[src/rtl/alarm_controller.sv]
// Alarm controller: Moore FSM that rings, snoozes and stops one alarm event.
// The comparator match and both buttons act only on their rising edges.
module alarm_controller #(
    parameter int SNOOZE_MIN   = 9,
    parameter int RING_TIMEOUT = 5,
    parameter int MAX_SNOOZE   = 3
) (
    input  logic       CLK,
    input  logic       RESET,
    input  logic       AA,
    input  logic       ALARM_EN,
    input  logic       MIN_TICK,
    input  logic       SNOOZE,
    input  logic       STOP,
    output logic       BUZZ,
    output logic       SNOOZING,
    output logic [1:0] SNOOZE_CNT,
    output logic [1:0] STATE
);

    typedef enum logic [1:0] {
        S_IDLE    = 2'b00,
        S_RING    = 2'b01,
        S_SNOOZE  = 2'b10,
        S_INVALID = 2'b11
    } state_t;

    localparam logic [4:0] RING_LIMIT   = 5'(RING_TIMEOUT);
    localparam logic [4:0] SNOOZE_LIMIT = 5'(SNOOZE_MIN);
    localparam logic [1:0] SNOOZE_MAX   = 2'(MAX_SNOOZE);

    state_t     state;
    state_t     state_next;
    logic [3:0] timer;
    logic [3:0] timer_next;
    logic [1:0] snooze_cnt;
    logic [1:0] snooze_cnt_next;
    logic       aa_prev;
    logic       snooze_prev;
    logic       stop_prev;
    logic       aa_rise;
    logic       snooze_rise;
    logic       stop_rise;
    logic [4:0] timer_inc;

    assign aa_rise     = AA & ~aa_prev;
    assign snooze_rise = SNOOZE & ~snooze_prev;
    assign stop_rise   = STOP & ~stop_prev;
    // One bit wider so a 4-bit timer at 15 cannot wrap before the compare.
    assign timer_inc   = {1'b0, timer} + 5'd1;

    always_ff @(posedge CLK or posedge RESET) begin
        if (RESET) begin
            state       <= S_IDLE;
            timer       <= '0;
            snooze_cnt  <= '0;
            aa_prev     <= 1'b0;
            snooze_prev <= 1'b0;
            stop_prev   <= 1'b0;
        end else begin
            state       <= state_next;
            timer       <= timer_next;
            snooze_cnt  <= snooze_cnt_next;
            aa_prev     <= AA;
            snooze_prev <= SNOOZE;
            stop_prev   <= STOP;
        end
    end

    // Event priority: enable drop, stop, snooze, then minute timer expiry.
    always_comb begin
        state_next      = state;
        timer_next      = timer;
        snooze_cnt_next = snooze_cnt;
        case (state)
            S_IDLE: begin
                if (aa_rise && ALARM_EN) begin
                    state_next      = S_RING;
                    snooze_cnt_next = '0;
                end
            end
            S_RING: begin
                if (!ALARM_EN || stop_rise) begin
                    state_next = S_IDLE;
                end else if (snooze_rise && (snooze_cnt < SNOOZE_MAX)) begin
                    state_next      = S_SNOOZE;
                    snooze_cnt_next = snooze_cnt + 2'd1;
                end else if (MIN_TICK) begin
                    if (timer_inc == RING_LIMIT) begin
                        state_next = S_IDLE;
                    end else begin
                        timer_next = timer_inc[3:0];
                    end
                end
            end
            S_SNOOZE: begin
                if (!ALARM_EN || stop_rise) begin
                    state_next = S_IDLE;
                end else if (MIN_TICK) begin
                    if (timer_inc == SNOOZE_LIMIT) begin
                        state_next = S_RING;
                    end else begin
                        timer_next = timer_inc[3:0];
                    end
                end
            end
            default: begin
                state_next = S_IDLE;
            end
        endcase
        // Each state starts its minute count afresh; the tick that caused the move is dropped.
        if (state_next != state) begin
            timer_next = '0;
        end
    end

    assign BUZZ       = (state == S_RING);
    assign SNOOZING   = (state == S_SNOOZE);
    assign SNOOZE_CNT = snooze_cnt;
    assign STATE      = state;

endmodule

[config.mk]
export PLATFORM = sky130hd
export DESIGN_NAME = alarm_controller
export DESIGN_NICKNAME = d
export VERILOG_FILES = /design/src/rtl/alarm_controller.sv
export SDC_FILE = /design/constraint.sdc
export NUM_CORES = 1
export LEC_CHECK = 0
export ABC_AREA = 0
export BUFFER_PORTS_ARGS = -buffer_cell sky130_fd_sc_hd__buf_2
export CORE_MARGIN = 2
export CORE_UTILIZATION = 60
export CTS_CLUSTER_SIZE = 14
export DETAILED_ROUTE_END_ITERATION = 10
export PLACE_DENSITY = 0.83
export SLEW_MARGIN = 20
export SYNTH_ARGS = -nofsm -noshare
export SYNTH_HDL_FRONTEND = slang
export SYNTH_SLANG_ARGS = --single-unit
[constraint.sdc]
create_clock -name CLK -period 4.5 [get_ports CLK]
set_input_delay 0.45 -clock CLK [delete_from_list [all_inputs] [get_ports CLK]]
set_output_delay 0.45 -clock CLK [all_outputs]
set_load 0.05 [all_outputs]
# [After elaboration in Yosys (flattened, before gate mapping)]
# Index checks and enable logic that the tools add are counted.
[totals] register_bits=11 word_cells=61
[classes] add_sub_neg=2 order_cmp=1 eq_ne=15 muxes=22 bitwise_logic=6 n_reduce_logical=9
[op_table] op="two-way mux 4 bit" n=8
[op_table] op="two-way mux 2 bit" n=11
[op_table] op="inequality test 3 x 2 -> 1 bit (second input constant)" n=7
[op_table] op="case mux 4 bit (2 select lines)" n=1
[op_table] op="AND reduction 8 bit" n=1
[op_table] op="case mux 2 bit (3 select lines)" n=1
[op_table] op="adder 4 x 1 -> 5 bit (second input constant)" n=1
[op_table] op="equality test 5 x 3 -> 1 bit (second input constant)" n=1
[op_table] op="equality test 5 x 4 -> 1 bit (second input constant)" n=1
[op_table] op="inequality test 2 bit (second input constant)" n=2
[op_table] op="case mux 2 bit (2 select lines)" n=1
[op_table] op="AND reduction 4 bit" n=1
[op_table] op="AND 1 bit" n=3
[op_table] op="inverter 1 bit" n=3
[op_table] op="nonzero test 3 bit" n=1
[op_table] op="adder 2 x 1 -> 2 bit (second input constant)" n=1
[op_table] op="equality test 2 x 1 -> 1 bit (second input constant)" n=1
[op_table] op="equality test 2 bit (second input constant)" n=1
[op_table] op="logical AND 1 bit" n=2
[op_table] op="zero test 2 bit" n=1
[op_table] op="< comparator 2 bit (second input constant)" n=1
[op_table] op="inequality test 2 x 1 -> 1 bit (second input constant)" n=1
[op_table] op="inequality test 2 bit" n=1
[op_table] op="nonzero test 2 bit" n=1
[op_table] op="2 further kinds" n=2

# [Longest topological paths before layout]
# Gate-level depths: netlist (run 1).
[logic_depth] depth_word=10 ltp_mapped=8 mapped_depth_nobuf=8

# [Worst setup path before layout (run 1)]
# OpenSTA, ideal clock, no wires.
[synth_timing] path_type="reg2reg" start="register state[0], in the netlist STATE[0]" end="register timer[0]" t_arrival_ns=2.563 required_ns=4.422 path_slack_ns=1.859 stages_incl_launch_ff=8 path_buffers=0 period_less_slack_ns=2.641 path_cell_list="dfrtp_1 ha_1 inv_1 o21ba_2 o311a_1 nor4_1 nand3_1 a21oi_1"
[synth_between] elab_cells_between_ends=24 classes_between="10 x eq/ne; 11 x mux; 3 x reduce/logical"
[synth_rtl] item="start: declaration" line="32" source="state_t state;"
[synth_rtl] item="start signal: assignment" line="61" source="state <= state_next;"
[synth_rtl] item="equality test 2 x 1 -> 1 bit (*)"
[synth_rtl] item="via BUZZ" line="15" source="output logic BUZZ,"
[synth_rtl] item="case mux 2 bit (3 select lines)" line="75" source="case (state)"
[synth_rtl] item="inequality test 2 bit" line="112" source="if (state_next != state) begin"
[synth_rtl] item="inequality test 3 x 2 -> 1 bit (no line) / nonzero test 3 bit (equally long branches)"
[synth_rtl] item="AND reduction 8 bit (no line)"
[synth_rtl] item="end signal: assignment" line="62" source="timer <= timer_next;"
[synth_rtl] item="end: declaration" line="34" source="logic [3:0] timer;"
# Mark *: on every way through the listed nets, which the timed path passes. The rest lies on a longest branch.
# A chain may end at the register's enable or synchronous reset.

# [Final worst setup path (run 1)]
[layout_timing] start="register state[1], in the netlist STATE[1]" end="register timer[0]"
[layout_between] elab_chain_cells=8 elab_cells_between_ends=24 classes_between="10 x eq/ne; 11 x mux; 3 x reduce/logical"
[layout_lines] item="two-way mux 2 bit" line="89" source="if (timer_inc == RING_LIMIT) begin"
[layout_lines] item="two-way mux 2 bit" line="88" source="end else if (MIN_TICK) begin"
[layout_lines] item="two-way mux 2 bit" line="85" source="end else if (snooze_rise && (snooze_cnt < SNOOZE_MAX)) begin"
[layout_lines] item="two-way mux 2 bit" line="83" source="if (!ALARM_EN || stop_rise) begin"
[layout_lines] item="case mux 2 bit (3 select lines)" line="75"
[layout_lines] item="inequality test 2 bit" line="112"
[layout_lines] item="inequality test 3 x 2 -> 1 bit (no line) / nonzero test 3 bit (equally long branches)"
[layout_lines] item="AND reduction 8 bit (no line)"
# Parallel ways exist; a longest one is shown, timed or not.

==> results.md, run 1 <==
- Clock transition at the registers of the reported paths: 80 ps
- Worst min path class: primary input to async pin
- Total power: 0.229 mW
- Root Buffer: clkbuf_4
- Synth cell types: 43
- Cell taking the most area after synthesis: dfrtp_1
- Critical path class: flip-flop to flip-flop
- Worst EP arrival: 2630 ps
- Iter 0 DRT Violations: 30
- VDD IR-drop max: 0.211 mV
- Largest net degree at the start of global routing: 12
- Share of layout cells above drive strength 1: 16.9%
- Top cell type's share of synthesized area: 29.6%
- CTS tree: built
- Initial antenna violation count: 0
- Cell Area, Synth: 928 um2
- TritonCTS buffer count: 3
- Switching Fraction: 33.3%
- Longest Clk Path Bufs: 2
- Clk sinks: 11
- Synth Instances: 115
- Tmin final: 2420 ps
- #FFs+latches synth: 11
- Worst slack, placed: 2140 ps
- First-pass GRT wire length: 3710 um
- Slew Viols, Final: 0
- Avg Inst Size Synth: 8.07 um2
- RSZ-0062 raised after global routing: no
- Crit end category: flip-flop
- Switching pwr: 0.0765 mW
- Ports: 13
- Critical path required time: 4710 ps
- FF-to-FF End: timer[0]$_DFFE_PP0P_
- Vias in the first global route: 854
- Setup TNS: 0 ps
- Slew @ Worst Pin: 564 ps
- Flop pwr share: 48.0%
- Area Overhead vs Synth: 11.2%
- Starting Density: 63.1%
- Reg2Reg Setup Slack: 2080 ps
- Area contributors post-synth: dfrtp_1, ha_1, nand2_1
- Cell row count: 14
- Post-CTS setup buffer count: 0
- NumNets Final: 145
- Worst slew margin: 62.3%
- Status: finished clean
- Crit path launch: STATE[1]$_DFF_PP0_
- Syn. warnings: 0
- ANT cells: 0
- Reg2reg start: STATE[1]$_DFF_PP0_
- CP Launch Type: flip-flop
- Max Fclk: 0.413 GHz
- Die ar.: 1880 um2
- Port buffer count: 12
- Core Region: 1470 um2
- CTS H-tree depth: 1
- Hold Slack: 152 ps
- Resized cells post-CTS: 0
- Worst Clk Skew: 2.89 ps
- Max FO, Critical Path: 8
- Vias per cell: 6.35
- Placed insts: 142
- Period utilization: 53.8%
- Leakage Power: 0.463 nW
- Final non-filler cell total: 146
- Antenna-violating nets left: 0
- Pre-antenna DRT Iters: 4
- Worst reg2reg path depth: 8
- Sequential area share after synthesis: 29.6%
- Die Wd: 43.3 um
- Setup crit end: timer[0]$_DFFE_PP0P_
- Final setup vio count: 0
- Clock power share: 32.4%
- GRT Residual Overflow: 0
- Placed cell area: 1000 um2
- Vias: 927
- Comb power frac: 19.6%
- Total Routing Usage GR: 26.3%
- Syn_nets: 129
- Gpl congestion: 0.862
- WL/cell: 15.1 um
- Final HPWL DP: 1630 um
- Final Hold Vio Count: 0
- Final instance area: 1030 um2
- Final core utilization: 70.2%
- P_int: 0.153 mW
- PnR worst setup slack: 2080 ps
- Total wire length: 2210 um
- DRC errors left: 0
- Worst-Skew Late Latency: 280 ps
- P per Cell Area: 222 nW/um2
- Die Y: 43.3 um
- Max-capacitance violation count: 0
- Hold Buf Count CTS: 0
[cell families (layout without fill, tap and decap cells)]
kind of cell / after synthesis / after routing / share of synthesized area (%)
AOI/OAI and AO/OA: 36 / 36 / 26.7
adders and majority gates: 7 / 7 / 9.43
buffers and inverters: 9 / 24 / 3.64
DFF: 11 / 11 / 29.6
and+or+nand+nor: 52 / 52 / 30.6
[per-layer routing]
metal | wire length [um] | vias to the layer above | share of wire, % | track usage [%]
met3 | 85 | 7 | 3.8 | 4.17
met4 | 53 | 0 | 2.4 | 13.9
li1 | - | 458 | - | -
met1 | 943 | 431 | 43 | 32.3
met2 | 1130 | 31 | 51 | 44.5
met5 | 0 | - | 0 | 0
[state kept, by name, summed over array words and instances, names as in the netlist]
signal and flops:
timer 4, stop_prev 1, aa_prev 1, STATE 2, snooze_prev 1, SNOOZE_CNT 2
[cell type report]
class,count,area (um2)
fillers,125,439
multi-input cells,95,619
well taps,16,20.0
repair buffers,12,60.1
flip-flops and latches,11,275
inverters,8,30.0
clock inverters,1,5.00
clock buffers,3,22.5
[how the worst min path moves through the flow]
stage,startpoint,to,cells past startpoint
finish,RESET,timer[0]$_DFFE_PP0P_,2
global route,RESET,timer[0]$_DFFE_PP0P_,2
CTS,RESET,timer[2]$_DFFE_PP0P_,2
detailed placement,RESET,timer[2]$_DFFE_PP0P_,2
global placement,RESET,stop_prev$_DFF_PP0_,2
floorplan,RESET,SNOOZE_CNT[0]$_DFFE_PP0P_,1
[placed cells by master (no fill, tap or decap), drive strengths merged, types with 2 or more instances in the layout]
master / netlist / layout
and3: 3 / 3
nor3b: 2 / 2
dfrtp: 11 / 11
or4: 2 / 2
nor3: 3 / 3
buf: 0 / 12
o31ai: 2 / 2
nand2: 16 / 16
nand2b: 2 / 2
and2: 3 / 3
nor2b: 2 / 2
nand3: 4 / 4
clkbuf: 1 / 3
o21ai: 8 / 8
a21oi: 11 / 11
nor2: 6 / 6
a32o: 2 / 2
inv: 8 / 8
ha: 7 / 7
[worst max-delay path: stages, from the launching register on]
cell and delay (ps):
dfrtp_1 480, inv_1 160, ha_1 370, inv_1 200, o21ba_2 260, o311a_1 280, nor4_1 240, nand3_1 210
a21oi_1 160
[power groups by stage]
| stage | Sequential, mW | Combinational [mW] | Clock, mW |
|---|---|---|---|
| after floorplan | 0.114 | 0.0291 | 0 |
| after global placement | 0.112 | 0.0435 | 0 |
| after detailed placement | 0.112 | 0.0447 | 0 |
| after CTS | 0.110 | 0.0449 | 0.0756 |
| after global routing | 0.111 | 0.0504 | 0.0821 |
| final | 0.110 | 0.0451 | 0.0742 |
[synth_stat cells]
library cell / count
a211oi_1: 1
a21o_1: 1
a21oi_1: 11
a311o_1: 1
a31o_2: 1
a31oi_1: 1
a32o_1: 2
and2_1: 2
and2_2: 1
and2b_1: 1
and3_1: 2
and3_2: 1
and3b_1: 1
and4_1: 1
clkbuf_1: 1
dfrtp_1: 11
ha_1: 7
inv_1: 8
nand2_1: 16
nand2b_1: 1
nand2b_2: 1
nand3_1: 4
nand3b_1: 1
nand4_1: 1
nand4b_1: 1
nor2_1: 6
nor2b_1: 2
nor3_1: 3
nor3b_1: 2
nor4_1: 1
o2111a_1: 1
o2111ai_1: 1
o211ai_1: 1
o21a_4: 1
o21ai_0: 8
o21ba_2: 1
o221ai_1: 1
o22ai_1: 1
o311a_1: 1
o31ai_1: 2
or3_1: 1
or3b_1: 1
or4_1: 2
(Power assumes the default switching activity.)
==> inputs of run 2 (changes only) <==
Settings changed: CORE_UTILIZATION 60 to 55, PLACE_DENSITY 0.83 to 0.77.
Clock period 4.5 ns to 2.5 ns, I/O delays scaled along.
==> results.md, run 2 (synthesized netlist as in run 1, its figures left out) <==
- Vias in the first global route: 839
- Largest net degree at the start of global routing: 12
- Iter 0 DRT Violations: 48
- Worst Clk Skew: 3.85 ps
- Die Wd: 45.1 um
- Ports: 13
- Total Routing Usage GR: 25.6%
- Worst slew margin: 68.8%
- Final instance area: 1040 um2
- Slew Viols, Final: 0
- Root Buffer: clkbuf_4
- Most frequent cells in the layout: nand2_1, buf_2, dfrtp_1, a21oi_1
- Vias per cell: 6.43
- Cell row count: 14
- Largest register by flop count: timer
- Critical path required time: 2690 ps
- Status: finished clean
- Die Y: 45.1 um
- Longest Clk Path Bufs: 2
- Antenna-violating nets left: 0
- Area Overhead vs Synth: 12.4%
- CP top delay family: compound AO/OA/AOI/OAI gates
- Core Region: 1540 um2
- Die ar.: 2030 um2
- Placed insts: 142
- Starting Density: 60.2%
- Cell mode on critical path: inv_1
- Worst EP arrival: 2480 ps
- P per Cell Area: 390 nW/um2
- Max FO, Critical Path: 8
- Critical-path top delay cell: dfrtp_1
- Setup TNS: 0 ps
- Post-CTS setup buffer count: 0
- Slew @ Worst Pin: 467 ps
- Worst Path Buf+Inv: 2
- RSZ-0062 raised after global routing: no
- Slowest cell delay on critical path: 470 ps
- First-pass GRT wire length: 3730 um
- Resized cells post-CTS: 0
- Initial antenna violation count: 0
- Clk sinks: 11
- CTS tree: built
- Tmin final: 2290 ps
- NumNets Final: 146
- GRT Residual Overflow: 0
- Final HPWL DP: 1630 um
- Port buffer count: 12
- ANT cells: 0
- Largest register FFs: 4
- Pre-antenna DRT Iters: 5
- Leakage Power: 0.464 nW
- Final Hold Vio Count: 0
- # fillers: 128
- WL/cell: 15.1 um
- Max-capacitance violation count: 0
- TritonCTS buffer count: 3
- Placed cell area: 1010 um2
- Worst min path class: primary input to flip-flop
- Final setup vio count: 0
- Crit-path cells: inv_1, ha_2, inv_1, o21ba_2, o311a_1, nor4_1, nand3_1, a21oi_1
- Worst-Skew Late Latency: 270 ps
- Max Fclk: 0.437 GHz
- Hold Buf Count CTS: 1
- CTS H-tree depth: 1
- Gpl congestion: 0.869
- Crit end category: flip-flop
- CP Launch Type: flip-flop
- VDD IR-drop max: 0.339 mV
- Critical path class: flip-flop to flip-flop
- DRC errors left: 0
- Final non-filler cell total: 147
- Clock transition at the registers of the reported paths: 70 ps
- Share of layout cells above drive strength 1: 16.8%
- Leading cell type in the layout, fill and taps excluded: nand2_1
- Vias: 945
- Period utilization: 91.6%
- Total wire length: 2220 um
## run 2: changes by cell type in the layout (fill, tap and decap cells not counted), sizes merged
cell,delta
dlygate4sd3,+1
clkinv,-1
clkbuf,+1
## run 2: worst paths after layout
path | startpoint | to | slack (ps) | cells after the start
worst min register to register | SNOOZE_CNT[1]$_DFFE_PP0P_ | SNOOZE_CNT[1]$_DFFE_PP0P_ | 570 | 2
worst max register to register | STATE[1]$_DFF_PP0_ | timer[0]$_DFFE_PP0P_ | 210 | 8
worst min-delay path | SNOOZE | snooze_prev$_DFF_PP0_ | 100 | 1
worst max-delay path | STATE[1]$_DFF_PP0_ | timer[0]$_DFFE_PP0P_ | 210 | 8
min in group asynchronous | RESET | snooze_prev$_DFF_PP0_ | 520 | 3
max in group asynchronous | RESET | STATE[0]$_DFF_PP0_ | 1670 | 3
## run 2: cell type report
cell class              instances  area, um2  share of cell area, %
multi-input cells              95        622                   59.6
repair buffers                 13       70.1                   6.71
clock buffers                   4       26.3                   2.52
flip-flops and latches         11        275                   26.4
well taps                      16       20.0                   1.92
inverters                       8       30.0                   2.88
## run 2: per-stage QoR
| stage | setup slack, ps | hold slack, ps | power (mW) | util, % |
|---|---|---|---|---|
| finish | 209 | 99.5 | 0.407 | 67.7 |
| global route | 61.7 | 87.8 | 0.433 | 67.7 |
| CTS | 257 | 100 | 0.406 | 67.7 |
| detailed placement | 289 | 273 | 0.284 | 65.3 |
| global placement | 276 | 259 | 0.281 | 65.3 |
| floorplan | 89.4 | 102 | 0.257 | - |
## run 2: per-layer routing
| metal | global-route usage [%] | vias up | wire (um) |
|---|---|---|---|
| li1 | - | 466 | - |
| met1 | 36.0 | 425 | 1020 |
| met3 | 4.00 | 2 | 171 |
| met5 | 0 | - | 0 |
| met2 | 38.9 | 52 | 1020 |
| met4 | 11.2 | 0 | 9 |
## run 2: worst reg2reg max path, stage by stage, from the launching register on
cell     delay, ps
dfrtp_1        470
inv_1          150
ha_2           290
inv_1          160
o21ba_2        260
o311a_1        280
nor4_1         230
nand3_1        210
a21oi_1        180
## run 2: report_power, final
part           leakage (nW)  internal (mW)  total, mW  switching, mW
Combinational         0.303         0.0308     0.0862         0.0555
Sequential            0.146          0.187      0.198         0.0109
Clock                0.0150         0.0617      0.123         0.0613
Total                 0.464          0.279      0.407          0.128
==> inputs of run 3 (changes only) <==
Settings changed: CORE_UTILIZATION 55 to 60, PLACE_DENSITY 0.77 to 0.83, REMOVE_ABC_BUFFERS set to 1.
Clock period 2.5 ns to 2.73 ns, I/O delays scaled along.
==> results.md, run 3 (synthesized netlist as in run 1, its figures left out) <==
- VDD IR-drop max: 0.385 mV
- Core Region: 1470 um2
- ANT cells: 0
- Initial antenna violation count: 0
- First-pass GRT wire length: 3840 um
- P per Cell Area: 357 nW/um2
- Worst Path Buf+Inv: 2
- Worst min path class: primary input to flip-flop
- Largest register by flop count: timer
- Placed cell area: 1010 um2
- TritonCTS buffer count: 3
- Final HPWL DP: 1680 um
- Reg2Reg Setup Slack: 330 ps
- Slew @ Worst Pin: 440 ps
- Antenna-violating nets left: 0
- Pre-antenna DRT Iters: 4
- Final setup vio count: 0
- Most frequent cells in the layout: nand2_1, buf_2, dfrtp_1, a21oi_1
- Hold Crit Start: SNOOZE
- Worst slew margin: 70.6%
- Leading cell type in the layout, fill and taps excluded: nand2_1
- Vias in the first global route: 880
- FF-to-FF End: timer[2]$_DFFE_PP0P_
- Iter 0 DRT Violations: 25
- Area Overhead vs Synth: 13.1%
- Reg2reg start: STATE[1]$_DFF_PP0_
- RSZ-0062 raised after global routing: no
- Tmin final: 2400 ps
- Vias per cell: 6.39
- Setup TNS: 0 ps
- Worst-Skew Late Latency: 270 ps
- Critical path class: flip-flop to flip-flop
- CP top delay family: compound AO/OA/AOI/OAI gates
- Die ar.: 1880 um2
- Gpl congestion: 0.935
- Crit-path cells: inv_1, ha_1, inv_1, o21ba_2, o311a_1, nor4_1, nand3_1, a21oi_1
- Critical path required time: 2930 ps
- # fillers: 127
- Die Wd: 43.3 um
- CTS tree: built
- WL/cell: 15.3 um
- Period utilization: 87.8%
- Root Buffer: clkbuf_4
- Starting Density: 63.1%
- Slew Viols, Final: 0
- Largest net degree at the start of global routing: 12
- DRC errors left: 0
- Worst Clk Skew: 3.91 ps
- Final Hold Vio Count: 0
- Max FO, Critical Path: 8
- Clk sinks: 11
- Leakage Power: 0.473 nW
- Critical-path top delay cell: dfrtp_1
- CTS H-tree depth: 1
- GRT Residual Overflow: 0
- Longest Clk Path Bufs: 2
- Largest register FFs: 4
- Port buffer count: 12
- Cell row count: 14
- Crit end category: flip-flop
- Max-capacitance violation count: 0
- Hold path cells: 1
- CP Launch Type: flip-flop
- Die Y: 43.3 um
- Share of layout cells above drive strength 1: 17.4%
- Max Fclk: 0.417 GHz
- Vias: 946
- Ports: 13
- Cell mode on critical path: inv_1
- NumNets Final: 147
- Status: finished clean
- Total Routing Usage GR: 26.8%
- Worst EP arrival: 2590 ps
- Total wire length: 2260 um
- Total power: 0.374 mW
- Slowest cell delay on critical path: 470 ps
- Clock transition at the registers of the reported paths: 80 ps
- Hold endpoint: snooze_prev$_DFF_PP0_
- Worst reg2reg path depth: 8
- Final instance area: 1050 um2
==> run 3: cell types whose count changed in the layout (fill, tap and decap cells not counted), sizes merged <==
cell / change
buf: +1
clkbuf: -1
clkinv: +1
==> run 3: how the worst max path moves through the flow <==
stage / start / end / slack [ps] / cells past startpoint
2_1_floorplan: STATE[0]$_DFF_PP0_ / timer[0]$_DFFE_PP0P_ / 90 / 7
3_3_place_gp: STATE[1]$_DFF_PP0_ / timer[0]$_DFFE_PP0P_ / 410 / 8
3_5_place_dp: STATE[1]$_DFF_PP0_ / timer[2]$_DFFE_PP0P_ / 390 / 8
4_1_cts: STATE[1]$_DFF_PP0_ / timer[2]$_DFFE_PP0P_ / 360 / 8
5_1_grt: STATE[1]$_DFF_PP0_ / timer[1]$_DFFE_PP0P_ / 150 / 8
6_report: STATE[1]$_DFF_PP0_ / timer[2]$_DFFE_PP0P_ / 330 / 8
==> run 3: worst register-to-register path: stages (launching register included) <==
cell and delay [ps]:
dfrtp_1 470, inv_1 130, ha_1 360, inv_1 210, o21ba_2 260, o311a_1 290, nor4_1 200, nand3_1 220
a21oi_1 180
==> run 3: repair_timing <==
action	CTS	global route
hold buffers	1	0
hold endpoints to repair	11	0
resized for setup	0	0
setup endpoints to repair	0	0
setup buffers	0	0
==> run 3: layout make-up <==
type	instances	area, um2	area share [%]
sequential	11	275	26.2
clock buffer	3	22.5	2.15
inverter	8	30.0	2.86
clock inverter	1	5.00	0.477
multi-input combinational	95	619	59.0
tap	16	20.0	1.91
timing repair buffer	14	77.6	7.39
==> run 3: layer usage <==
layer	global-route usage (%)	up-vias	wire (um)
met2	47.2	45	1120
met1	34.5	434	947
li1	-	460	-
met3	3.75	7	147
met5	0	-	0
met4	7.27	0	42
==> run 3: through the flow <==
stage          hold slack [ps]  setup slack (ps)  utilization, %  instances
6_report                   111               334            71.3        148
5_1_grt                    110               150            71.3        148
4_1_cts                    107               360            71.3        148
3_5_place_dp               293               390            68.8        143
3_3_place_gp               287               414            68.8        143
2_1_floorplan              125              89.0               -        114
==> run 3: where the power goes <==
group | leakage, nW | switching (mW) | internal [mW] | total, mW
Combinational | 0.309 | 0.0488 | 0.0288 | 0.0776
Sequential | 0.146 | 0.00934 | 0.171 | 0.180
Clock | 0.0177 | 0.0621 | 0.0543 | 0.116
